## src/rtl/bw_mult_pipe.sv

```systemverilog
// ============================================================================
// bw_mult_pipe : 3-stage Baugh-Wooley multiplier, signed/unsigned per op
// Revision     : 1.0
// ============================================================================
`default_nettype none

module bw_mult_pipe #(
  parameter int WIDTH = 16,
  parameter int TAG_W = 4
) (
  input  logic               clk,
  input  logic               rst_n,
  input  logic               flush,
  input  logic               in_valid,
  output logic               in_ready,
  input  logic [WIDTH-1:0]   in_a,
  input  logic [WIDTH-1:0]   in_b,
  input  logic               in_signed,
  input  logic [TAG_W-1:0]   in_tag,
  output logic               out_valid,
  input  logic               out_ready,
  output logic [2*WIDTH-1:0] out_product,
  output logic               out_signed,
  output logic [TAG_W-1:0]   out_tag
);

  localparam int PW = 2 * WIDTH;
  localparam int HALF = WIDTH / 2;
  localparam logic [PW-1:0] COMP = (PW'(1) << WIDTH) | (PW'(1) << (PW - 1));

  logic en;

  logic             v1_q, v1_d;
  logic [WIDTH-1:0] a1_q, a1_d;
  logic [WIDTH-1:0] b1_q, b1_d;
  logic             s1_q, s1_d;
  logic [TAG_W-1:0] t1_q, t1_d;

  logic             v2_q, v2_d;
  logic [PW-1:0]    lo2_q, lo2_d;
  logic [PW-1:0]    hi2_q, hi2_d;
  logic             s2_q, s2_d;
  logic [TAG_W-1:0] t2_q, t2_d;

  logic             v3_q, v3_d;
  logic [PW-1:0]    prod3_q, prod3_d;
  logic             s3_q, s3_d;
  logic [TAG_W-1:0] t3_q, t3_d;

  logic [PW-1:0] pp_row [WIDTH];
  logic [PW-1:0] sum_lo;
  logic [PW-1:0] sum_hi;
  logic [PW-1:0] sum_fin;

  assign en = !v3_q || out_ready;

  // Signed mode complements the bits where exactly one index is the MSB.
  for (genvar j = 0; j < WIDTH; j++) begin : g_row
    logic [WIDTH-1:0] inv_mask;
    logic [WIDTH-1:0] row_bits;
    if (j == WIDTH - 1) begin : g_msb_row
      assign inv_mask = {1'b0, {(WIDTH-1){1'b1}}};
    end else begin : g_low_row
      assign inv_mask = {1'b1, {(WIDTH-1){1'b0}}};
    end
    assign row_bits  = (a1_q & {WIDTH{b1_q[j]}}) ^ (s1_q ? inv_mask : '0);
    assign pp_row[j] = PW'(row_bits) << j;
  end

  always_comb begin
    sum_lo = '0;
    sum_hi = '0;
    for (int j = 0; j < HALF; j++) begin
      sum_lo = sum_lo + pp_row[j];
    end
    for (int j = HALF; j < WIDTH; j++) begin
      sum_hi = sum_hi + pp_row[j];
    end
  end

  assign sum_fin = lo2_q + hi2_q + (s2_q ? COMP : '0);

  always_comb begin
    v1_d    = v1_q;
    a1_d    = a1_q;
    b1_d    = b1_q;
    s1_d    = s1_q;
    t1_d    = t1_q;
    v2_d    = v2_q;
    lo2_d   = lo2_q;
    hi2_d   = hi2_q;
    s2_d    = s2_q;
    t2_d    = t2_q;
    v3_d    = v3_q;
    prod3_d = prod3_q;
    s3_d    = s3_q;
    t3_d    = t3_q;
    if (en) begin
      v1_d    = in_valid;
      a1_d    = in_a;
      b1_d    = in_b;
      s1_d    = in_signed;
      t1_d    = in_tag;
      v2_d    = v1_q;
      lo2_d   = sum_lo;
      hi2_d   = sum_hi;
      s2_d    = s1_q;
      t2_d    = t1_q;
      v3_d    = v2_q;
      prod3_d = sum_fin;
      s3_d    = s2_q;
      t3_d    = t2_q;
    end
    // Flush wins over any handshake, including the one offered this cycle.
    if (flush) begin
      v1_d = 1'b0;
      v2_d = 1'b0;
      v3_d = 1'b0;
    end
  end

  always_ff @(posedge clk or negedge rst_n) begin
    if (!rst_n) begin
      v1_q    <= 1'b0;
      a1_q    <= '0;
      b1_q    <= '0;
      s1_q    <= 1'b0;
      t1_q    <= '0;
      v2_q    <= 1'b0;
      lo2_q   <= '0;
      hi2_q   <= '0;
      s2_q    <= 1'b0;
      t2_q    <= '0;
      v3_q    <= 1'b0;
      prod3_q <= '0;
      s3_q    <= 1'b0;
      t3_q    <= '0;
    end else begin
      v1_q    <= v1_d;
      a1_q    <= a1_d;
      b1_q    <= b1_d;
      s1_q    <= s1_d;
      t1_q    <= t1_d;
      v2_q    <= v2_d;
      lo2_q   <= lo2_d;
      hi2_q   <= hi2_d;
      s2_q    <= s2_d;
      t2_q    <= t2_d;
      v3_q    <= v3_d;
      prod3_q <= prod3_d;
      s3_q    <= s3_d;
      t3_q    <= t3_d;
    end
  end

  assign in_ready    = en;
  assign out_valid   = v3_q;
  assign out_product = prod3_q;
  assign out_signed  = s3_q;
  assign out_tag     = t3_q;

endmodule

`default_nettype wire

```

## config.mk

```make
export PLATFORM = sky130hd
export DESIGN_NAME = bw_mult_pipe
export DESIGN_NICKNAME = d
export VERILOG_FILES = /design/src/rtl/bw_mult_pipe.sv
export SDC_FILE = /design/constraint.sdc
export NUM_CORES = 1
export LEC_CHECK = 0
export CORE_MARGIN = 2
export CORE_UTILIZATION = 65
export CTS_CLUSTER_DIAMETER = 120
export DETAILED_ROUTE_END_ITERATION = 12
export DONT_BUFFER_PORTS = 1
export PLACE_DENSITY = 0.86
export SLEW_MARGIN = 20
export SYNTH_ARGS = -nofsm -noshare
export SYNTH_HDL_FRONTEND = slang
export SYNTH_SLANG_ARGS = --single-unit
```

## constraint.sdc

```tcl
create_clock -name clk -period 5.6 [get_ports clk]
set_clock_uncertainty 0.1 [all_clocks]
set_input_delay 0 -clock clk [delete_from_list [all_inputs] [get_ports clk]]
set_output_delay 0 -clock clk [all_outputs]
set_load 0.01 [all_outputs]
```

==> results.ini <==
[yosys]
synthCells = 1542
yosysTopAreaCell = fa_1
yosysMostFrequentCell = nand2_1
syn_area_per_cell_um2 = 8.919
netlist_area_um2 = 13750
synth_flop_cell = dfrtp_1
synth_common_cells = nand2_1 (374), fa_1 (174), inv_1 (167)
synth_top_area_share_pct = 25.33
async_reset_ff_share_pct = 100.0
ys_ff_latch = 130
yosys-top-cells-area = fa_1 (25%), dfrtp_1 (24%), nand2_1 (10%)
yosysWarnings = 0
synth_fp_nets = 1867
ys_types = 62
yosysSeqAreaShare_pct = 23.65
synth_edf_count = 0

[worst_hold_path]
hp-class = input port to register
holdCritStartpoint = out_ready

[route]
wire_per_inst_um = 17.33
via_per_inst = 5.799
drt_iter0_markers = 692
drc = 0
totalWireLength_um = 31780
first_pass_iters = 5
antenna_left = 0
vias = 10629

[global_route]
grt_pass1_wl_um = 52710
grt_pass1_vias = 11047
antenna_found_initial = 2
grt.total_usage_pct = 30.22
grt_max_degree = 131
grt.busiest_layer = met2
grtUsageMet1_pct = 37.85
grt.overflow.total = 0
globalRouteMet3Util_pct = 5.457
met2_usage_pct = 49.98

[setup_path]
critical_path.max_stage_delay_ns = 0.69
regToRegSetupSlack_ns = 0.33
end_kind = register
path_cells = nand2_1, xnor2_1, fa_1, fa_1, fa_1, inv_1, fa_1, inv_1, ha_1, nand4_1, nor4_1, o21ai_0, a21boi_0, o2111ai_1, a22oi_1
path_delay_family = adder cells
r2r_start = b1_q[0]
cp_max_fo = 17
worstPathArrival_ns = 5.52
cp_num_buf_inv = 2
cp_slowest_cell = dfrtp_1
setup.worst_path.class = register to register
startpoint_type = register
crit_start = b1_q[0]
cpMostUsedCell = fa_1
required_ns = 5.85

[pwr]
p_leak_nw = 7.347
cellPowerDensity_nw_per_um2 = 595.3
clkPwrFrac_pct = 11.8
vdd_drop_max_mv = 0.5984
seqPwrFrac_pct = 18.8
swShare_pct = 48.32
switching_power_mw = 4.278
p_int_mw = 4.576
p_comb_share_pct = 69.4

[timing]
rsz0062_at_grt = no
finalCritPeriodShare_pct = 94.08
finalSetupTns_ns = 0
worst_pin_slew_ns = 0.8729
slew_viol_final = 0
layout_min_cycle_time_ns = 5.269
max_slew_margin_pct = 41.80
fmax_mhz = 189.8
setup-violations-final = 0
finalHoldViolations = 0

[die]
rows = 53
core_um2 = 20890
initial_utilization_pct = 65.84
die_h_um = 149.5
die_x_um = 149.5
pin_count = 81
die_area_um2 = 22340

[cts]
cts_buffers = 17
cts_root_buffer = clkbuf_16
clock_path_buffers = 2
htree_levels = 4
postCtsSetupBuffers = 0
cts_sinks = 130
clk_pin_slew_ns = 0.07
cts_tree = built
worstSkewPairLatency_ns = 0.43

[placed_design]
gp_congestion = 0.9092
portBuffers = 0
dpl.hpwl_um = 22510
placed_area_um2 = 13900

[finish]
stdcell_area_um2 = 14870
areaGrowthSynthToFinish_pct = 8.133
final_net_count = 1868
drive_gt1_share_pct = 3.856

[job]
max_cap_violations = 0

[run_status]
status = completed

-- registers in the layout (all words and copies together), names as in the netlist --
register	count
out_product	32
v1_q	1
s1_q	1
out_valid	1
t1_q	4
b1_q	16
t2_q	4
v2_q	1
hi2_q	24
a1_q	16
lo2_q	24
out_signed	1
s2_q	1
out_tag	4
-- repair_timing --
item | CTS | global route
endpoints found under the hold margin | 170 | 0
setup endpoints to repair | 0 | 1
resized for setup | 0 | 2
hold buffers | 41 | 0
-- per-stage QoR --
stage | std cells | power, mW | setup WS, ns | util [%] | hold slack [ns]
global placement | 1758 | 7.434 | 0.3849 | 66.55 | -0.3928
CTS | 1831 | 8.827 | 0.2699 | 71.16 | 0.001073
detailed placement | 1758 | 7.667 | 0.2680 | 66.55 | -0.3934
global route | 1833 | 9.741 | 0.01917 | 71.20 | 0.04687
finish | 1833 | 8.854 | 0.3313 | 71.20 | 0.01000
floorplan | 1542 | 6.368 | 0.6233 | - | -0.3956
-- power groups by stage --
stage / registers [mW] / clock network [mW] / logic [mW]
after floorplan: 1.55 / 0 / 4.82
after global placement: 1.66 / 0 / 5.77
after detailed placement: 1.68 / 0 / 5.99
after CTS: 1.67 / 1.05 / 6.11
after global routing: 1.71 / 1.10 / 6.93
final: 1.67 / 1.04 / 6.14
-- cells by family (layout without fill, tap and decap cells) --
| kind of cell | Yosys count | in the layout | share of synthesized area [%] |
|---|---|---|---|
| other cells | 0 | 2 | 0 |
| flops | 130 | 130 | 23.65 |
| simple gates | 624 | 624 | 20.55 |
| fa+ha+maj | 283 | 283 | 35.24 |
| buf+inv | 238 | 252 | 6.687 |
| xor+xnor | 76 | 76 | 4.840 |
| compound gates | 189 | 189 | 8.870 |
| mux | 2 | 2 | 0.1547 |
-- final timing paths --
| path | end | depth (start not counted) |
|---|---|---|
| worst max register to register | lo2_q[23] | 15 |
| worst min-delay path | t2_q[1] | 4 |
| worst min register to register | t1_q[2] | 2 |
| worst max-delay path | lo2_q[23] | 15 |
| max in group asynchronous | a1_q[15] | 2 |
| min in group asynchronous | out_product[6] | 2 |
-- layout by cell type, fill, tap and decap left out, types with 9 or more instances in the layout --
cell type | synthesis | routed
a211oi_1 | 10 | 10
a21o_1 | 17 | 17
a21oi_1 | 58 | 58
and2_1 | 154 | 154
buf_4 | 0 | 11
clkbuf_16 | 0 | 17
dfrtp_1 | 130 | 128
dlygate4sd3_1 | 0 | 40
fa_1 | 174 | 174
ha_1 | 109 | 109
inv_1 | 167 | 167
nand2_1 | 374 | 374
nand3_1 | 15 | 15
nor2_1 | 49 | 49
nor3_1 | 9 | 9
o21a_1 | 9 | 9
o21ai_0 | 48 | 48
xnor2_1 | 53 | 53
xor2_1 | 23 | 23
-- layout make-up --
cell class / count / area, um2
antenna: 2 / 5.005
clock buffer: 17 / 425.4
clock inverter: 15 / 110.1
fill: 1511 / 6017
inverter: 168 / 633.1
multi-input combinational: 1174 / 9588
sequential: 130 / 3256
tap: 275 / 344.1
timing repair buffer: 52 / 510.5
-- worst reg2reg max path, cell delays in order, from the launching register on --
cell and delay, ns:
dfrtp_1 0.69, nand2_1 0.14, xnor2_1 0.18, fa_1 0.55, fa_1 0.52, fa_1 0.55, inv_1 0.06, fa_1 0.53
inv_1 0.04, ha_1 0.38, nand4_1 0.21, nor4_1 0.42, o21ai_0 0.21, a21boi_0 0.30, o2111ai_1 0.14, a22oi_1 0.18
-- routing by layer --
layer  up-vias  share of wire (%)  routed length, um
met1      5186                 39              12550
met2       481                 49              15530
met3       123                6.6               2102
met4         0                5.0               1596
met5         -                  0                  0
li1       4839                  -                  -
No activity file was read; power rests on OpenSTA's default activity.
